[src/rtl/multicycle_control.sv]
// Sequencing FSM for the multi-cycle MIPS datapath: steps each instruction through
// its fetch/decode/execute/memory/write-back states and drives all datapath controls.
module multicycle_control (
  input  logic       clk,
  input  logic       arst_n,
  input  logic       en,
  input  logic [5:0] opcode,
  input  logic       mem_ready,
  output logic       pc_write,
  output logic       pc_write_cond,
  output logic       ir_write,
  output logic       i_or_d,
  output logic       mem_read,
  output logic       mem_write,
  output logic       mem_2_reg,
  output logic       reg_dst,
  output logic       reg_write,
  output logic       alu_src_a,
  output logic [1:0] alu_src_b,
  output logic [1:0] alu_op,
  output logic [1:0] pc_source,
  output logic       instr_done,
  output logic       illegal_op,
  output logic [3:0] state
);

  typedef enum logic [3:0] {
    S_IDLE     = 4'd0,
    S_FETCH    = 4'd1,
    S_DECODE   = 4'd2,
    S_MEM_ADDR = 4'd3,
    S_MEM_RD   = 4'd4,
    S_MEM_WB   = 4'd5,
    S_MEM_WR   = 4'd6,
    S_EXEC     = 4'd7,
    S_R_WB     = 4'd8,
    S_BRANCH   = 4'd9,
    S_JUMP     = 4'd10,
    S_ADDI_EX  = 4'd11,
    S_ADDI_WB  = 4'd12
  } state_t;

  localparam logic [5:0] OP_RTYPE = 6'h00;
  localparam logic [5:0] OP_ADDI  = 6'h08;
  localparam logic [5:0] OP_BEQ   = 6'h04;
  localparam logic [5:0] OP_J     = 6'h02;
  localparam logic [5:0] OP_LW    = 6'h23;
  localparam logic [5:0] OP_SW    = 6'h2B;

  state_t state_reg, state_next;
  state_t boundary_next;
  logic   illegal_reg, illegal_next;

  // Where every finished instruction goes: next fetch, or park when disabled.
  assign boundary_next = en ? S_FETCH : S_IDLE;

  always_ff @(posedge clk or negedge arst_n) begin
    if (!arst_n) begin
      state_reg   <= S_IDLE;
      illegal_reg <= 1'b0;
    end else begin
      state_reg   <= state_next;
      illegal_reg <= illegal_next;
    end
  end

  always_comb begin
    state_next    = state_reg;
    illegal_next  = illegal_reg;
    pc_write      = 1'b0;
    pc_write_cond = 1'b0;
    ir_write      = 1'b0;
    i_or_d        = 1'b0;
    mem_read      = 1'b0;
    mem_write     = 1'b0;
    mem_2_reg     = 1'b0;
    reg_dst       = 1'b0;
    reg_write     = 1'b0;
    alu_src_a     = 1'b0;
    alu_src_b     = 2'b00;
    alu_op        = 2'b00;
    pc_source     = 2'b00;
    instr_done    = 1'b0;

    case (state_reg)
      S_IDLE: begin
        if (en) state_next = S_FETCH;
      end
      S_FETCH: begin
        mem_read  = 1'b1;
        alu_src_b = 2'b01;
        // IR load and PC+4 only land on the cycle memory returns the word.
        ir_write  = mem_ready;
        pc_write  = mem_ready;
        if (mem_ready) state_next = S_DECODE;
      end
      S_DECODE: begin
        alu_src_b = 2'b11;
        case (opcode)
          OP_LW, OP_SW: state_next = S_MEM_ADDR;
          OP_RTYPE:     state_next = S_EXEC;
          OP_BEQ:       state_next = S_BRANCH;
          OP_J:         state_next = S_JUMP;
          OP_ADDI:      state_next = S_ADDI_EX;
          default: begin
            illegal_next = 1'b1;
            instr_done   = 1'b1;
            state_next   = boundary_next;
          end
        endcase
      end
      S_MEM_ADDR: begin
        alu_src_a  = 1'b1;
        alu_src_b  = 2'b10;
        state_next = (opcode == OP_SW) ? S_MEM_WR : S_MEM_RD;
      end
      S_MEM_RD: begin
        mem_read = 1'b1;
        i_or_d   = 1'b1;
        if (mem_ready) state_next = S_MEM_WB;
      end
      S_MEM_WB: begin
        reg_write  = 1'b1;
        mem_2_reg  = 1'b1;
        instr_done = 1'b1;
        state_next = boundary_next;
      end
      S_MEM_WR: begin
        mem_write = 1'b1;
        i_or_d    = 1'b1;
        if (mem_ready) begin
          instr_done = 1'b1;
          state_next = boundary_next;
        end
      end
      S_EXEC: begin
        alu_src_a  = 1'b1;
        alu_op     = 2'b10;
        state_next = S_R_WB;
      end
      S_R_WB: begin
        reg_write  = 1'b1;
        reg_dst    = 1'b1;
        instr_done = 1'b1;
        state_next = boundary_next;
      end
      S_BRANCH: begin
        alu_src_a     = 1'b1;
        alu_op        = 2'b01;
        pc_write_cond = 1'b1;
        pc_source     = 2'b01;
        instr_done    = 1'b1;
        state_next    = boundary_next;
      end
      S_JUMP: begin
        pc_write   = 1'b1;
        pc_source  = 2'b10;
        instr_done = 1'b1;
        state_next = boundary_next;
      end
      S_ADDI_EX: begin
        alu_src_a  = 1'b1;
        alu_src_b  = 2'b10;
        state_next = S_ADDI_WB;
      end
      S_ADDI_WB: begin
        reg_write  = 1'b1;
        instr_done = 1'b1;
        state_next = boundary_next;
      end
      default: state_next = S_IDLE;
    endcase
  end

  assign illegal_op = illegal_reg;
  assign state      = state_reg;

endmodule

[config.mk]
export PLATFORM = sky130hd
export DESIGN_NAME = multicycle_control
export DESIGN_NICKNAME = d
export VERILOG_FILES = /design/src/rtl/multicycle_control.sv
export SDC_FILE = /design/constraint.sdc
export NUM_CORES = 1
export LEC_CHECK = 0
export ABC_AREA = 0
export ABC_CLOCK_PERIOD_IN_PS = 4200
export BUFFER_PORTS_ARGS = -buffer_cell sky130_fd_sc_hd__buf_2
export CAP_MARGIN = 20
export CORE_MARGIN = 2
export CORE_UTILIZATION = 40
export DETAILED_ROUTE_END_ITERATION = 10
export GPL_TIMING_DRIVEN = 0
export PLACE_DENSITY = 0.81
export REMOVE_ABC_BUFFERS = 1
export SYNTH_ARGS = -nofsm -noshare
export SYNTH_HDL_FRONTEND = slang
export SYNTH_SLANG_ARGS = --single-unit
[constraint.sdc]
create_clock -name clk -period 4.2 [get_ports clk]
set_input_delay 0.84 -clock clk [delete_from_list [all_inputs] [get_ports clk]]
set_output_delay 0.84 -clock clk [all_outputs]
set_load 0.01 [all_outputs]
; ---- After elaboration in Yosys (flattened, before gate mapping)
; Index checks and enable logic that the tools add are counted.
[word_totals]
register_bits = 5
in_bits = 10
out_inout_bits = 22
[op_classes]
n_eq_ne = 21
n_mux = 24
n_bitwise = 1
reduce_logical = 12
[ops]
columns = operator, n
row1 = one-hot mux 4 bit (9 select lines), 1
row2 = == test 4 bit (second input constant), 5
row3 = one-hot mux 4 bit (5 select lines), 1
row4 = == test 4 x 3 -> 1 bit (second input constant), 4
row5 = 2-to-1 mux 4 bit, 4
row6 = == test 6 bit (second input constant), 2
row7 = 2-to-1 mux 1 bit, 12
row8 = == test 4 x 2 -> 1 bit (second input constant), 2
row9 = inequality test 2 bit (second input constant), 4
row10 = one-hot mux 2 bit (2 select lines), 2
row11 = OR reduction 2 bit, 4
row12 = == test 6 x 2 -> 1 bit (second input constant), 1
row13 = == test 6 x 3 -> 1 bit (second input constant), 1
row14 = == test 6 x 4 -> 1 bit (second input constant), 1
row15 = zero test 6 bit, 1
row16 = one-hot mux 2 bit (3 select lines), 1
row17 = OR reduction 6 bit, 1
row18 = OR reduction 5 bit, 1
row19 = == test 4 x 1 -> 1 bit (second input constant), 1
row20 = zero test 4 bit, 1
row21 = AND reduction 4 bit, 1
row22 = OR reduction 4 bit, 1
row23 = one-hot mux 1 bit (3 select lines), 1
row24 = OR reduction 3 bit, 1
row25 = 4 further kinds, 4

; ---- Longest topological paths before layout
[depth]
word_depth = 4
depth_mapped = 6
mapped_depth_nobuf = 4

; ---- Worst setup path after synthesis
; OpenSTA, ideal clock, no wires.
[synth_path]
kind = input port to output port
startpoint = input port opcode[0]
endpoint = output port instr_done
arrival_time_ns = 1.833
required_ns = 3.360
setup_slack_ns = 1.527
stages = 4
path_buffers = 0
path_cell_list = or4_1 a31oi_1 o311a_1 nand2_1
[synth_between]
elab_chain_len = 4
[synth_lines]
columns = item, line_no
row1 = start: declaration, 7  ; input logic [5:0] opcode,
row2 = == test 6 bit (tied with other cells), 99  ; case (opcode)
row3 = OR reduction 6 bit (no line) (*), n/a
row4 = 2-to-1 mux 1 bit (*), 99
row5 = one-hot mux 1 bit (3 select lines) (*), 85  ; case (state_reg)
row6 = end: declaration, 22  ; output logic instr_done,
; Every way passes the cells marked *; elsewhere a longest branch is shown, timed or not.

; ---- Worst setup path after layout
; Same ends and word-level chain as after synthesis.

==> flow_summary.toml <==
[timing]
hold_viol = 0
period_share = 0.722
fin_setup_tns_ps = 0
slew_headroom = 0.632
post-route-min-period_ps = 3030
worst_clock_skew_ps = 0.268
fmax_mhz = 330
worst_pin_slew_ps = 552
finalSetupViolCount = 0
rsz0062_at_grt = "no"
maxSlewViolCount = 0

[layout]
largest_reg_flops = 4
nFillCells = 156
nNetsFinal = 132
area_growth_pct = 26.2
postLayoutCellArea_um2 = 801
diodes = 0
drive_gt1_frac = 0.306

[synthesis]
synth.avg_cell_area_um2 = 6.75
synth-edff-count = 0
synth_most_common_cell = "nor2_1"
synth.area.top_cells = "dfrtp_1 (20%), nor2_1 (7.1%), nand2b_1 (4.9%)"
synth_top_cell_by_area = "dfrtp_1"
yosys_warnings = 0
ys_seq_area_frac = 0.197
synth_top_area_frac = 0.197
ys.flop_type = "dfrtp_1"
synth_commonest_cells = "nor2_1 (12), nand2_1 (8)"
synth_cells = 94
synth_cell_types = 35
synth-seq-cells = 5
async_flop_share = 1.00
syn-cell-area_um2 = 634

[setup_path]
crit_chain = "buf_2 -> or4_1 -> a31oi_1 -> o311a_1 -> nand2_1 -> buf_2"
path_class = "input pin to output port"
critPathMaxFanout = 7
slowest_delay_ps = 520
slowest_stage = "or4_1"
path_common_cell = "buf_2"
crit_buf_inv = 2
cp.required_ps = 3360
crit_path_start_kind = "input pin"
cp.arrival_ps = 2190
critPathCaptureType = "output port"
critical_path.top_delay_family = "simple AND/OR/NAND/NOR gates"

[clocking]
clk_pin_slew_ps = 40
cts_setup_buffers = 0
cts_htree_levels = 1
clock-sinks = 5
hold_buffers = 0
insertion_delay_ps = 240
cts_buffer_depth = 2
ctsResizeCount = 0
cts_tree = "done"
cts-buffers-inserted = 3
clockRootBuffer = "clkbuf_4"

[grt]
grt_pass1_wl_um = 2790
antenna_found_initial = 0
grt_max_degree = 19
grt_pass1_vias = 643
grt_overflow = 0
track_usage = 0.190

[detailed_routing]
routed_wl_um = 1680
drc = 0
firstDrtPassIters = 4
routed_via_density = 5.74
wl_per_cell_um = 12.2
ant_nets = 0
drt_iter0_drc = 21
vias = 787

[power_and_ir_drop]
seq_power_share = 0.270
internal_power_uw = 226
power_uw = 470
combPwrFrac = 0.613
p_leak_uw = 0.000400
switchingPower_uw = 244
power_density_nw_per_um2 = 587
p_clk_frac = 0.117
sw_frac_of_total = 0.520
ir_worst_vdd_uv = 237

[floorplan]
die_w_um = 43.8
die_h_um = 43.8
die_area_um2 = 1920
start_util = 0.426
io_pins = 32
std_cell_rows = 14
core_area_um2 = 1490

[run_status]
outcome = "complete, no violations"

[placement]
post-dp-hpwl_um = 1240
dpl_cell_area_um2 = 774
gp_congestion = 0.814
portBuffers = 31

[job]
maxCapViolCount = 0

[min_path]
hold_class = "input pin to asynchronous set/reset pin"
## placed cells by master, fill, tap and decap left out, drive strengths merged
| cell | count |
|---|---|
| nor2 | 12 |
| xnor2 | 1 |
| a2111oi | 2 |
| a32o | 1 |
| o41ai | 1 |
| inv | 6 |
| nand2 | 8 |
| or4 | 1 |
| nor3 | 6 |
| o2111ai | 1 |
| and2 | 1 |
| a21oi | 6 |
| nor4 | 2 |
| nand2b | 5 |
| a2111o | 1 |
| o32ai | 1 |
| buf | 31 |
| xor2 | 1 |
| nand3 | 3 |
| or2 | 4 |
| o2bb2ai | 1 |
| o211ai | 2 |
| o21a | 1 |
| or3 | 3 |
| o21ai | 6 |
| clkbuf | 4 |
| o211a | 1 |
| o311a | 1 |
| nand4b | 1 |
| a31oi | 1 |
| dfrtp | 5 |
| o31ai | 1 |
## power groups by stage
stage          logic [uW]  registers (uW)  clock network, uW
3_3_place_gp          283             125                  0
5_1_grt               318             133               60.3
3_5_place_dp          289             126                  0
6_report              288             127               54.8
2_1_floorplan         187             117                  0
4_1_cts               291             126               58.0
## path summary, 6_finish.rpt
kind / from / end / slack, ps / depth (start not counted)
setup / recovery: opcode[0] / instr_done / 1170 / 6
hold / removal: arst_n / illegal_op / 410 / 1
setup reg to reg: state[1] / state[2] / 2350 / 4
hold reg to reg: illegal_op / illegal_op / 450 / 2
max in group asynchronous: arst_n / state[3] / 3660 / 1
min in group clk: illegal_op / illegal_op / 450 / 2
## logic make-up after synthesis
group	share of synthesized area
XOR/XNOR	0.0276
AO/OA/AOI/OAI	0.322
buffers and inverters	0.0907
AND/OR/NAND/NOR	0.363
flip-flops	0.197
## stage by stage
stage	util	hold slack, ps	std cells	worst slack, ps
2_1_floorplan	-	503	86	1530
3_3_place_gp	0.520	451	133	1180
3_5_place_dp	0.520	448	133	1200
4_1_cts	0.538	401	137	1190
5_1_grt	0.538	404	137	1140
6_report	0.538	409	137	1170
## area by class of cell
| class | instances | area, um2 | area share |
|---|---|---|---|
| multi-input cells | 75 | 452 | 0.564 |
| clock buffers | 4 | 26.3 | 0.0328 |
| inverters | 6 | 22.5 | 0.0281 |
| repair buffers | 31 | 155 | 0.194 |
| flip-flops and latches | 5 | 125 | 0.156 |
| well taps | 16 | 20.0 | 0.0250 |
## metal layers
metal,vias to the layer above,part of all wire,track usage
met1,353,0.40,0.247
met2,32,0.52,0.324
li1,402,-,-
met5,-,0,0
met3,0,0.073,0.0167
met4,0,0,0.0727
(Power assumes the default switching activity.)
